===== config.mk =====
export PLATFORM = sky130hd
export DESIGN_NAME = key_conditioner_flat
export DESIGN_NICKNAME = d
export VERILOG_FILES = /design/src/rtl/key_conditioner_if.sv /design/src/rtl/key_conditioner.sv /design/src/flat_wrapper.sv
export SDC_FILE = /design/constraint.sdc
export NUM_CORES = 1
export LEC_CHECK = 0
export ABC_CLOCK_PERIOD_IN_PS = 2500
export BUFFER_PORTS_ARGS = -buffer_cell sky130_fd_sc_hd__buf_2
export CAP_MARGIN = 25
export CELL_PAD_IN_SITES_DETAIL_PLACEMENT = 0
export CELL_PAD_IN_SITES_GLOBAL_PLACEMENT = 2
export CORE_MARGIN = 2
export CORE_UTILIZATION = 40
export CTS_CLUSTER_DIAMETER = 80
export DETAILED_ROUTE_END_ITERATION = 7
export PLACE_DENSITY_LB_ADDON = 0.1
export SETUP_SLACK_MARGIN = 0.2
export SYNTH_ARGS = -nofsm -noshare
export SYNTH_HDL_FRONTEND = slang
export SYNTH_SLANG_ARGS = --single-unit

===== constraint.sdc =====
create_clock -name clk -period 2.5 [get_ports clk]
set_input_delay 0.375 -clock clk [delete_from_list [all_inputs] [get_ports clk]]
set_output_delay 0.375 -clock clk [all_outputs]
set_load 0.05 [all_outputs]

===== src/rtl/key_conditioner_if.sv =====
// Pushbutton conditioner signal bundle: raw key in, clean pulses and level out.
// The conditioner is the master; the downstream FSM consumes as slave.
interface key_conditioner_if;
    logic key_n;
    logic enter;
    logic override;
    logic key_down;

    modport master (
        input  key_n,
        output enter,
        output override,
        output key_down
    );

    modport slave (
        output key_n,
        input  enter,
        input  override,
        input  key_down
    );
endinterface


===== src/rtl/key_conditioner.sv =====
// Turns a raw active-low pushbutton into a debounced level plus single-cycle
// enter (short press, on release) and override (long press, at threshold) pulses.
//
// state     | meaning
// ----------+-------------------------------------------------------------
// IDLE      | key released, waiting for a debounced press
// PRESSED   | key held, hold timer running towards the long-press threshold
// LONG_HELD | override already issued, waiting for release (no enter)
module key_conditioner #(
    parameter int CLK_FREQ_HZ   = 50_000_000,
    parameter int DEBOUNCE_MS   = 10,
    parameter int LONG_PRESS_MS = 3000
) (
    input logic               clk,
    input logic               reset_n,
    key_conditioner_if.master kif
);
    localparam int DEB_CYCLES  = CLK_FREQ_HZ / 1000 * DEBOUNCE_MS;
    localparam int LONG_CYCLES = CLK_FREQ_HZ / 1000 * LONG_PRESS_MS;
    localparam int DEB_W       = (DEB_CYCLES > 1) ? $clog2(DEB_CYCLES) : 1;
    localparam int LONG_W      = (LONG_CYCLES > 1) ? $clog2(LONG_CYCLES) : 1;

    localparam logic [DEB_W-1:0]  DEB_LAST  = DEB_W'(DEB_CYCLES - 1);
    localparam logic [LONG_W-1:0] LONG_LAST = LONG_W'(LONG_CYCLES - 1);

    localparam logic [1:0] IDLE      = 2'd0;
    localparam logic [1:0] PRESSED   = 2'd1;
    localparam logic [1:0] LONG_HELD = 2'd2;

    if (DEB_CYCLES < 1 || LONG_CYCLES < 1) begin : g_bad_timing
        $error("key_conditioner: debounce and long-press cycle counts must be >= 1");
    end

    logic              sync_ff1;
    logic              sync_ff2;
    logic              sync_pressed;
    logic              deb_level;
    logic [DEB_W-1:0]  deb_cnt;
    logic              deb_rise;
    logic [1:0]        state;
    logic [LONG_W-1:0] hold_cnt;
    logic              enter_q;
    logic              override_q;

    always_ff @(posedge clk or negedge reset_n) begin
        if (!reset_n) begin
            sync_ff1 <= 1'b1;
            sync_ff2 <= 1'b1;
        end else begin
            sync_ff1 <= kif.key_n;
            sync_ff2 <= sync_ff1;
        end
    end

    assign sync_pressed = ~sync_ff2;

    always_ff @(posedge clk or negedge reset_n) begin
        if (!reset_n) begin
            deb_level <= 1'b0;
            deb_cnt   <= '0;
        end else if (sync_pressed == deb_level) begin
            deb_cnt <= '0;
        end else if (deb_cnt == DEB_LAST) begin
            deb_level <= sync_pressed;
            deb_cnt   <= '0;
        end else begin
            deb_cnt <= deb_cnt + 1'b1;
        end
    end

    // Press is taken from the debounce update itself so hold timing starts
    // on the same edge key_down rises; release is observed from the level.
    assign deb_rise = sync_pressed & ~deb_level & (deb_cnt == DEB_LAST);

    always_ff @(posedge clk or negedge reset_n) begin
        if (!reset_n) begin
            state      <= IDLE;
            hold_cnt   <= '0;
            enter_q    <= 1'b0;
            override_q <= 1'b0;
        end else begin
            enter_q    <= 1'b0;
            override_q <= 1'b0;
            case (state)
                IDLE: begin
                    if (deb_rise) begin
                        state    <= PRESSED;
                        hold_cnt <= '0;
                    end
                end
                PRESSED: begin
                    // Threshold is tested first so a release on the same
                    // cycle still counts as a long press.
                    if (hold_cnt == LONG_LAST) begin
                        override_q <= 1'b1;
                        state      <= deb_level ? LONG_HELD : IDLE;
                    end else if (!deb_level) begin
                        enter_q <= 1'b1;
                        state   <= IDLE;
                    end else begin
                        hold_cnt <= hold_cnt + 1'b1;
                    end
                end
                LONG_HELD: begin
                    if (!deb_level) begin
                        state <= IDLE;
                    end
                end
                default: state <= IDLE;
            endcase
        end
    end

    assign kif.key_down = deb_level;
    assign kif.enter    = enter_q;
    assign kif.override = override_q;
endmodule


===== src/flat_wrapper.sv =====
// flat-port wrapper written by rule: the top's interface ports become plain ports
module key_conditioner_flat 
#(
    parameter int CLK_FREQ_HZ   = 50_000_000,
    parameter int DEBOUNCE_MS   = 10,
    parameter int LONG_PRESS_MS = 3000
)
  (clk, reset_n, kif_key_n, kif_enter, kif_override, kif_key_down);
  key_conditioner_if kif_i ();
  input logic clk;
  input logic reset_n;
  input wire logic [$bits(kif_i.key_n)-1:0] kif_key_n;
  output wire logic [$bits(kif_i.enter)-1:0] kif_enter;
  output wire logic [$bits(kif_i.override)-1:0] kif_override;
  output wire logic [$bits(kif_i.key_down)-1:0] kif_key_down;
  assign kif_i.key_n = kif_key_n;
  assign kif_enter = kif_i.enter;
  assign kif_override = kif_i.override;
  assign kif_key_down = kif_i.key_down;
  key_conditioner #(.CLK_FREQ_HZ(CLK_FREQ_HZ), .DEBOUNCE_MS(DEBOUNCE_MS), .LONG_PRESS_MS(LONG_PRESS_MS)) u_core (.clk(clk), .reset_n(reset_n), .kif(kif_i));
endmodule

Word-level counts from Yosys, hierarchy flattened --
Index checks and enable logic that the tools add are counted.
Word-level totals: output and inout bits 3, bits in registers 54, input bits 3, word-level logic and storage cells 43
Cells by class: reduce and logical (&&, ||, !) cells 4, add/subtract/negate cells 2, bitwise gates (word level) 5, eq/ne operators 8, multiplexer cells 16
Operators with widths (number):
- 28-bit 2-to-1 mux | 3
- 28-bit one-hot mux with 2 select lines | 1
- 19-bit 2-to-1 mux | 2
- 28-bit by 1-bit adder with 28-bit output, second input constant | 1
- 28-bit == test, second input constant | 1
- 19-bit by 1-bit adder with 19-bit output, second input constant | 1
- 19-bit == test, second input constant | 1
- 2-bit 2-to-1 mux | 4
- 2-bit one-hot mux with 3 select lines | 1
- 1-bit 2-to-1 mux | 5
- 2-bit by 1-bit != test with 1-bit output, second input constant | 2
- 4-bit AND reduction | 1
- 1-bit inverter | 3
- 1-bit bitwise AND | 2
- 2-bit by 1-bit == test with 1-bit output, second input constant | 1
- 2-bit == test, second input constant | 1
- 2-bit zero test | 1
- 2-bit != test, second input constant | 1
- 2-bit AND reduction | 1
- 2-bit nonzero test | 1
- 1-bit == test | 1

Depth between registers and ports, before layout --
Gate-level depths: netlist (run 1).
depth after elaboration 5, mapped depth 9, gate-level depth less buffers 7

Worst setup path after synthesis (run 1) --
No wires, ideal clock.
path kind register -> register, start point register u_core.deb_cnt[11], end point register u_core.hold_cnt[17], buffers on the path 2, arrival time 2095 ps, period minus slack after synthesis 2219 ps, cell stages (with the launch flop) 8, data required time 2376 ps, library setup time 124 ps, path slack 281 ps, cells stage by stage dfrtp_1 -> or4b_1 -> nor4_2 -> nand4_1 -> and2_1 -> buf_6 -> buf_6 -> a211o_1
Between the ends: cells in the longest elaborated chain, start to end 4
Ends and longest elaborated chain:
- from (decl) | RTL line key_conditioner.sv:38 | logic [DEB_W-1:0] deb_cnt;
- from (signal assigned) | RTL line key_conditioner.sv:67 | deb_cnt <= deb_cnt + 1'b1;
- 19-bit == test | RTL line key_conditioner.sv:73 | assign deb_rise = sync_pressed & ~deb_level & (deb_cnt == DEB_LAST);
- 1-bit bitwise AND | RTL line key_conditioner.sv:73
- 2-bit by 1-bit != test with 1-bit output (no source line)
- 4-bit AND reduction (no source line)
- to (signal assigned) | RTL line key_conditioner.sv:101 | hold_cnt <= hold_cnt + 1'b1;
- to (decl) | RTL line key_conditioner.sv:41 | logic [LONG_W-1:0] hold_cnt;
Every way passes these cells. A chain may end at the register's enable or synchronous reset.

Final worst setup path (run 1) --
start point register u_core.hold_cnt[16], end point register u_core.hold_cnt[7]
Between the ends: cells in the longest elaborated chain, start to end 3
Ends and longest elaborated chain:
- 28-bit == test | RTL line key_conditioner.sv:94 | if (hold_cnt == LONG_LAST) begin
- 2-bit != test (no source line)
- 4-bit AND reduction (no source line)
Every way passes these cells.

==> flow_metrics.py, run 1 <==
metrics = {
    "power_and_ir_drop": {
        "p_sw_uw": 337,
        "p_seq_frac": 0.579,
        "p_int_mw": 1.19,
        "power.density_mw_per_mm2": 476,
        "total_power_mw": 1.53,
        "p_leak_nw": 1.55,
        "swShare": 0.221,
        "pwr-share-comb": 0.024,
        "p_clk_frac": 0.397,
        "ir_worst_vdd_v": 0.000268,
    },
    "floorplan": {
        "coreArea_mm2": 0.00676,
        "rows": 30,
        "dieWidth_um": 87.5,
        "die_h_um": 87.5,
        "initial_core_util": 0.413,
        "num_io_pins": 6,
        "die-area_mm2": 0.00766,
    },
    "clocking": {
        "insertion_delay_ps": 310,
        "clock-sinks": 54,
        "cts_buffers": 5,
        "clk_path_buf_depth": 2,
        "cts-root-buf": "clkbuf_8",
        "cts_htree_levels": 2,
        "clk_pin_slew_ps": 100,
        "tritoncts": "done",
    },
    "setup_path": {
        "cp-end-kind": "flop",
        "crit_chain": "or4_1, nor4_4, a21oi_1, buf_12, and3_1, a211o_1",
        "cp_max_fo": 24,
        "critPathSlowestCell": "or4_1",
        "critical_path_arrival_ps": 2380,
        "worstSetupPathType": "flop to flop",
        "cp-start-kind": "flop",
        "cp_data_required_time_ps": 2710,
        "cp_slowest_stage_delay_ps": 560,
    },
    "drt": {
        "drt_iter0_drc": 120,
        "wl_per_cell_um": 16.0,
        "routed_wl_um": 6470,
        "viasPerCell": 5.67,
        "drc": 0,
        "ant_nets": 0,
        "dr_total_vias": 2286,
        "dr.pass1.iters": 4,
    },
    "placement": {
        "port_buffers": 5,
        "place.gp.congestion": 0.790,
        "dpl.hpwl_um": 4430,
    },
    "synthesis": {
        "synthAdderAreaFrac": 0.0134,
        "synth_mux_area_frac": 0,
        "async_reset_ff_frac": 1.00,
        "syn_area_mm2": 0.00279,
        "synth_cells": 293,
        "synth_nets": 299,
        "synth.area.top_cells": "dfrtp_1, and3_1, a211o_1, nand2_1, nand3_1",
        "ys_seq_area_frac": 0.485,
        "synth-edff-count": 0,
        "yosys.area_share.simple": 0.296,
        "synth_flop_cell": "dfrtp_1",
        "ys_ff_latch": 54,
        "synth_top_area_cell": "dfrtp_1",
        "avgSynthCellArea_um2": 9.53,
        "synth_top_area_share": 0.466,
        "synth_xor_area_frac": 0.0533,
        "synth_compound_area_frac": 0.118,
        "ys_types": 46,
        "ys_warn_count": 0,
        "synth_top_family_by_area": "simple AND/OR/NAND/NOR gates",
    },
    "sta": {
        "fin_crit_ps": 2180,
        "setup_tns_ps": 0,
        "whs_ps": 124,
        "max_freq_mhz": 459,
        "period_share": 0.871,
        "slew_headroom": 0.478,
        "clock_skew_ps": 5.09,
        "worstMarginPinSlew_ps": 783,
        "rsz0062_at_grt": "no",
        "slew_viol_final": 0,
        "setup_viol": 0,
        "hold_viol_final": 0,
    },
    "global_route": {
        "grt_usage": 0.189,
        "grt_max_degree": 35,
        "grt_pass1_wl_um": 11300,
        "antenna_found_initial": 0,
        "grt_pass1_vias": 2397,
        "overflow": 0,
    },
    "cells_and_area": {
        "fillers": 671,
        "drive_above_1_share": 0.155,
        "area_delta_synth_final_pct": 14.9,
        "nets": 328,
        "diodes": 0,
    },
    "outcome": {
        "status": "completed",
    },
    "min_path": {
        "hp-class": "input pin to asynchronous set/reset pin",
    },
    "job": {
        "maxCapViolCount": 0,
    },
}
## cell usage after synthesis, drive strengths merged (6+ instances only)
cell and count:
dfrtp 52, xor2 12, and3 21, buf 6, nand3 21, inv 10
nor2 28, a211o 14, nand2 28, a31oi 7, nand4 13, nor3 16
a21oi 7, nor4 8
## cell usage in the layout, fill, tap and decap left out, types with 3 or more instances in the layout
cell type | netlist | final
a211o_1 | 14 | 14
a21o_1 | 3 | 3
a21oi_1 | 7 | 7
a31oi_1 | 7 | 7
and3_1 | 21 | 21
buf_2 | 3 | 5
buf_4 | 1 | 24
clkbuf_8 | 0 | 5
dfrtp_1 | 52 | 52
ha_1 | 3 | 3
inv_1 | 9 | 9
nand2_1 | 28 | 28
nand3_1 | 21 | 21
nand4_1 | 13 | 13
nor2_1 | 28 | 28
nor3_1 | 16 | 16
nor4_1 | 6 | 6
o21ai_0 | 3 | 3
or3_1 | 5 | 5
xnor2_1 | 5 | 5
xor2_1 | 12 | 12
## power groups by stage
stage | clock (mW) | sequential [mW] | combinational, mW
6_report | 0.606 | 0.884 | 0.0369
5_1_grt | 0.663 | 0.885 | 0.0443
4_1_cts | 0.630 | 0.885 | 0.0390
3_5_place_dp | 0 | 0.902 | 0.0391
3_3_place_gp | 0 | 0.902 | 0.0382
2_1_floorplan | 0 | 0.901 | 0.0121
## cell families after synthesis
group           count (synthesis)
fa+ha+maj                       3
xor+xnor                       17
compound gates                 45
buf+inv                        19
simple gates                  155
flops                          54
## path summary, 6_finish.rpt
path                       slack [ps]                             from                               to  cells past startpoint
max                               320  u_core.hold_cnt[16]$_DFFE_PN0P_   u_core.hold_cnt[7]$_DFFE_PN0P_                      6
min                               120                          reset_n  u_core.hold_cnt[23]$_DFFE_PN0P_                      1
max reg2reg                       320  u_core.hold_cnt[16]$_DFFE_PN0P_   u_core.hold_cnt[7]$_DFFE_PN0P_                      6
min reg2reg                       360        u_core.sync_ff1$_DFF_PN1_        u_core.sync_ff2$_DFF_PN1_                      0
max in group asynchronous        1630                          reset_n   u_core.hold_cnt[4]$_DFFE_PN0P_                      2
min in group clk                  150                        kif_key_n        u_core.sync_ff1$_DFF_PN1_                      1
## area by class of cell
class                           instances  area [µm²]  area share
Clock buffer                            5        68.8      0.0215
Sequential cell                        54        1350       0.422
Clock inverter                          3        43.8      0.0137
Multi-Input combinational cell        220        1370       0.426
Tap cell                               80         100      0.0312
Inverter                               10        37.5      0.0117
Timing Repair Buffer                   31         236      0.0737
## flip-flops by register name, summed over array words and instances (netlist names)
name and flops:
u_core.state 2, u_core.hold_cnt 28, u_core.kif.key_down 1, u_core.sync_ff1 1, u_core.deb_cnt 19, u_core.sync_ff2 1, u_core.kif.override 1, u_core.kif.enter 1
## per-layer routing
layer  vias to the layer above  global-route usage  part of all wire
met1                      1121               0.243              0.46
met3                         8              0.0292             0.021
met2                        22               0.330              0.51
met4                         0              0.0573             0.015
li1                       1135                   -                 -
met5                         -                   0                 0
## worst max-delay path: cells and delay by family (launching register included)
kind / cells / cell delay, ps
buffers and inverters: 1 / 190
AO/OA/AOI/OAI: 2 / 420
AND/OR/NAND/NOR: 3 / 1060
flip-flops: 1 / 390
## metrics by stage
step	instances	setup slack (ps)	area, µm²	util
after floorplan	293	281	2790	-
after global placement	392	242	3050	0.451
after detailed placement	392	214	3050	0.451
after CTS	400	250	3160	0.467
after global routing	403	200	3210	0.475
final	403	323	3210	0.475
## what timing repair did
action / 4_1_cts / 5_1_grt
hold buffers: 0 / 0
pin swaps: 1 / 4
gates resized for setup: 0 / 5
endpoints found under the setup margin: 1 / 15
setup buffers: 0 / 3
No activity file was read; power rests on OpenSTA's default activity.
==> inputs of run 2 (changes only) <==
Settings changed: ABC_CLOCK_PERIOD_IN_PS 2500 to 1800, CORE_UTILIZATION 40 to 36.
Clock period 2.5 ns to 1.8 ns, I/O delays scaled along.
==> run 2 against run 1 <==
  * The run now ends with setup timing left
  * Clock skew increased by 9.5 ps
  * Routed wire length increased by 27%
  * Flip-flop and latch count unchanged
  * Core utilization increased by 7.7 points
  * Combinational power increased to 2.8 times the previous value
  * Final area increased by 31%
  * Critical path depth unchanged
==> flow_metrics.py, run 2 (same netlist as run 1, synthesis figures left out) <==
metrics = {
    "floorplan": {
        "rows": 32,
        "initial_core_util": 0.367,
        "coreArea_mm2": 0.00761,
        "dieWidth_um": 92.1,
        "num_io_pins": 6,
        "die-area_mm2": 0.00847,
        "die_h_um": 92.1,
    },
    "cells_and_area": {
        "fillers": 698,
        "fin_area_mm2": 0.00419,
        "top_register": "u_core.hold_cnt",
        "post-route-util": 0.551,
        "largestRegisters": "u_core.hold_cnt (28), u_core.deb_cnt (19), u_core.state (2)",
        "diodes": 0,
        "stdcell_count": 505,
        "drive_above_1_share": 0.414,
        "largest_register_ffs": 28,
        "final_cell_mix": "buf_4, dfrtp_1, nand2_1",
        "area_delta_synth_final_pct": 50.2,
        "final_common_cell": "buf_4",
        "nets": 408,
    },
    "placement": {
        "place_area_mm2": 0.00360,
        "place.gp.congestion": 0.747,
        "dpl.hpwl_um": 5080,
        "port_buffers": 5,
        "numPlacedInstances": 476,
    },
    "sta": {
        "setup_tns_ps": -12300,
        "period_share": 1.24,
        "clock_skew_ps": 14.6,
        "worstMarginPinSlew_ps": 403,
        "max_freq_mhz": 449,
        "fin_crit_ps": 2230,
        "hold_viol_final": 0,
        "rsz0062_at_grt": "yes",
        "slew_viol_final": 0,
        "slew_headroom": 0.729,
        "setup_slack_ps": -428,
        "setup_viol": 49,
    },
    "setup_path": {
        "r2r_start": "u_core.deb_cnt[10]$_DFF_PN0_",
        "cp_data_required_time_ps": 2010,
        "cp-end-kind": "flop",
        "critical_path_arrival_ps": 2440,
        "cp-start-kind": "flop",
        "r2r_cells": 6,
        "cp_max_fo": 5,
        "cp_slowest_stage_delay_ps": 560,
        "worstSetupPathType": "flop to flop",
        "crit_chain": "or4b_4, nor4_4, nand4_1, and2_4, buf_6, a221o_1",
        "critPathSlowestCell": "or4b_4",
        "r2r_slack_ps": -430,
        "worst_r2r_endpoint": "u_core.hold_cnt[6]$_DFFE_PN0P_",
    },
    "clocking": {
        "cts_htree_levels": 2,
        "cts_buffers": 5,
        "clock-sinks": 54,
        "insertion_delay_ps": 320,
        "clk_path_buf_depth": 2,
        "tritoncts": "done",
        "clk_pin_slew_ps": 110,
        "cts-root-buf": "clkbuf_8",
    },
    "drt": {
        "dr.pass1.iters": 4,
        "viasPerCell": 5.27,
        "drc": 0,
        "routed_wl_um": 8200,
        "wl_per_cell_um": 16.2,
        "dr_total_vias": 2662,
        "drt_iter0_drc": 150,
        "ant_nets": 0,
    },
    "min_path": {
        "worstHoldStart": "kif_key_n",
        "hp-class": "input pin to flop",
        "hold-path-cell-count": 1,
        "min_delay_worst_endpoint": "u_core.sync_ff1$_DFF_PN1_",
    },
    "power_and_ir_drop": {
        "ir_worst_vdd_v": 0.000307,
        "p_leak_nw": 2.03,
        "power.density_mw_per_mm2": 530,
    },
    "outcome": {
        "violations": "setup timing",
        "status": "finished, violations left",
    },
    "global_route": {
        "grt_usage": 0.202,
        "antenna_found_initial": 0,
        "overflow": 0,
        "grt_max_degree": 55,
        "grt_pass1_wl_um": 13500,
        "grt_pass1_vias": 2739,
    },
    "job": {
        "maxCapViolCount": 0,
    },
}
run 2: cell count changes in the layout (fill, tap and decap cells not counted), sizes merged:
| cell | previous run | this run |
|---|---|---|
| a21oi | 7 | 9 |
| clkbuf | 5 | 8 |
| buf | 31 | 106 |
| dlygate4sd3 | 0 | 1 |
| clkinv | 1 | 0 |
run 2: layer usage:
metal / vias up / wire length (µm) / part of all wire / global-route usage
met3: 5 / 295 / 0.036 / 0.0296
met5: - / 0 / 0 / 0
met4: 0 / 65 / 0.0079 / 0.0485
met1: 1318 / 3920 / 0.48 / 0.284
li1: 1303 / - / - / -
met2: 36 / 3910 / 0.48 / 0.331
run 2: through the flow:
stage | setup WS [ps] | hold slack [ps] | power, mW
2_1_floorplan | -283 | -25.6 | 1.27
3_3_place_gp | -398 | 298 | 1.32
3_5_place_dp | -411 | 297 | 1.32
4_1_cts | -359 | 35.1 | 2.23
5_1_grt | -514 | 27.3 | 2.30
6_report | -428 | 42.4 | 2.22
run 2: power breakdown:
part / internal (mW) / switching (mW) / total, mW
Sequential: 1.22 / 0.00391 / 1.23
Clock: 0.459 / 0.435 / 0.893
Combinational: 0.0421 / 0.0601 / 0.102
Total: 1.72 / 0.499 / 2.22
run 2: how the worst max path moves through the flow:
stage / start / end / slack (ps) / cells past startpoint
2_1_floorplan: u_core.hold_cnt[19]$_DFFE_PN0P_ / u_core.hold_cnt[1]$_DFFE_PN0P_ / -280 / 8
3_3_place_gp: u_core.deb_cnt[10]$_DFF_PN0_ / u_core.hold_cnt[6]$_DFFE_PN0P_ / -400 / 5
5_1_grt: u_core.deb_cnt[10]$_DFF_PN0_ / u_core.hold_cnt[27]$_DFFE_PN0P_ / -510 / 6
4_1_cts: u_core.deb_cnt[10]$_DFF_PN0_ / u_core.hold_cnt[4]$_DFFE_PN0P_ / -360 / 6
3_5_place_dp: u_core.hold_cnt[19]$_DFFE_PN0P_ / u_core.hold_cnt[14]$_DFFE_PN0P_ / -410 / 5
6_report: u_core.deb_cnt[10]$_DFF_PN0_ / u_core.hold_cnt[6]$_DFFE_PN0P_ / -430 / 6
run 2: final cells by class:
class,count,area (µm²),share of cell area
Clock inverter,2,38.8,0.00925
Clock buffer,6,82.6,0.0197
Sequential cell,54,1360,0.323
Tap cell,102,128,0.0304
Inverter,10,45.0,0.0107
Multi-Input combinational cell,222,1610,0.383
Timing Repair Buffer,109,937,0.223
run 2: timing repair:
action	in CTS	in global routing
buffers inserted	11	3
cloned	3	3
gates resized for setup	18	49
pin swaps	5	13
hold buffers	1	0
setup endpoints to repair	50	50
endpoints found under the hold margin	52	0
run 2: worst max-delay path: cells and delay by family, from the launching register on:
family | cells | cell delay (ps)
DFF | 1 | 410
buffers and inverters | 1 | 140
AOI/OAI and AO/OA | 1 | 300
and+or+nand+nor | 4 | 1270
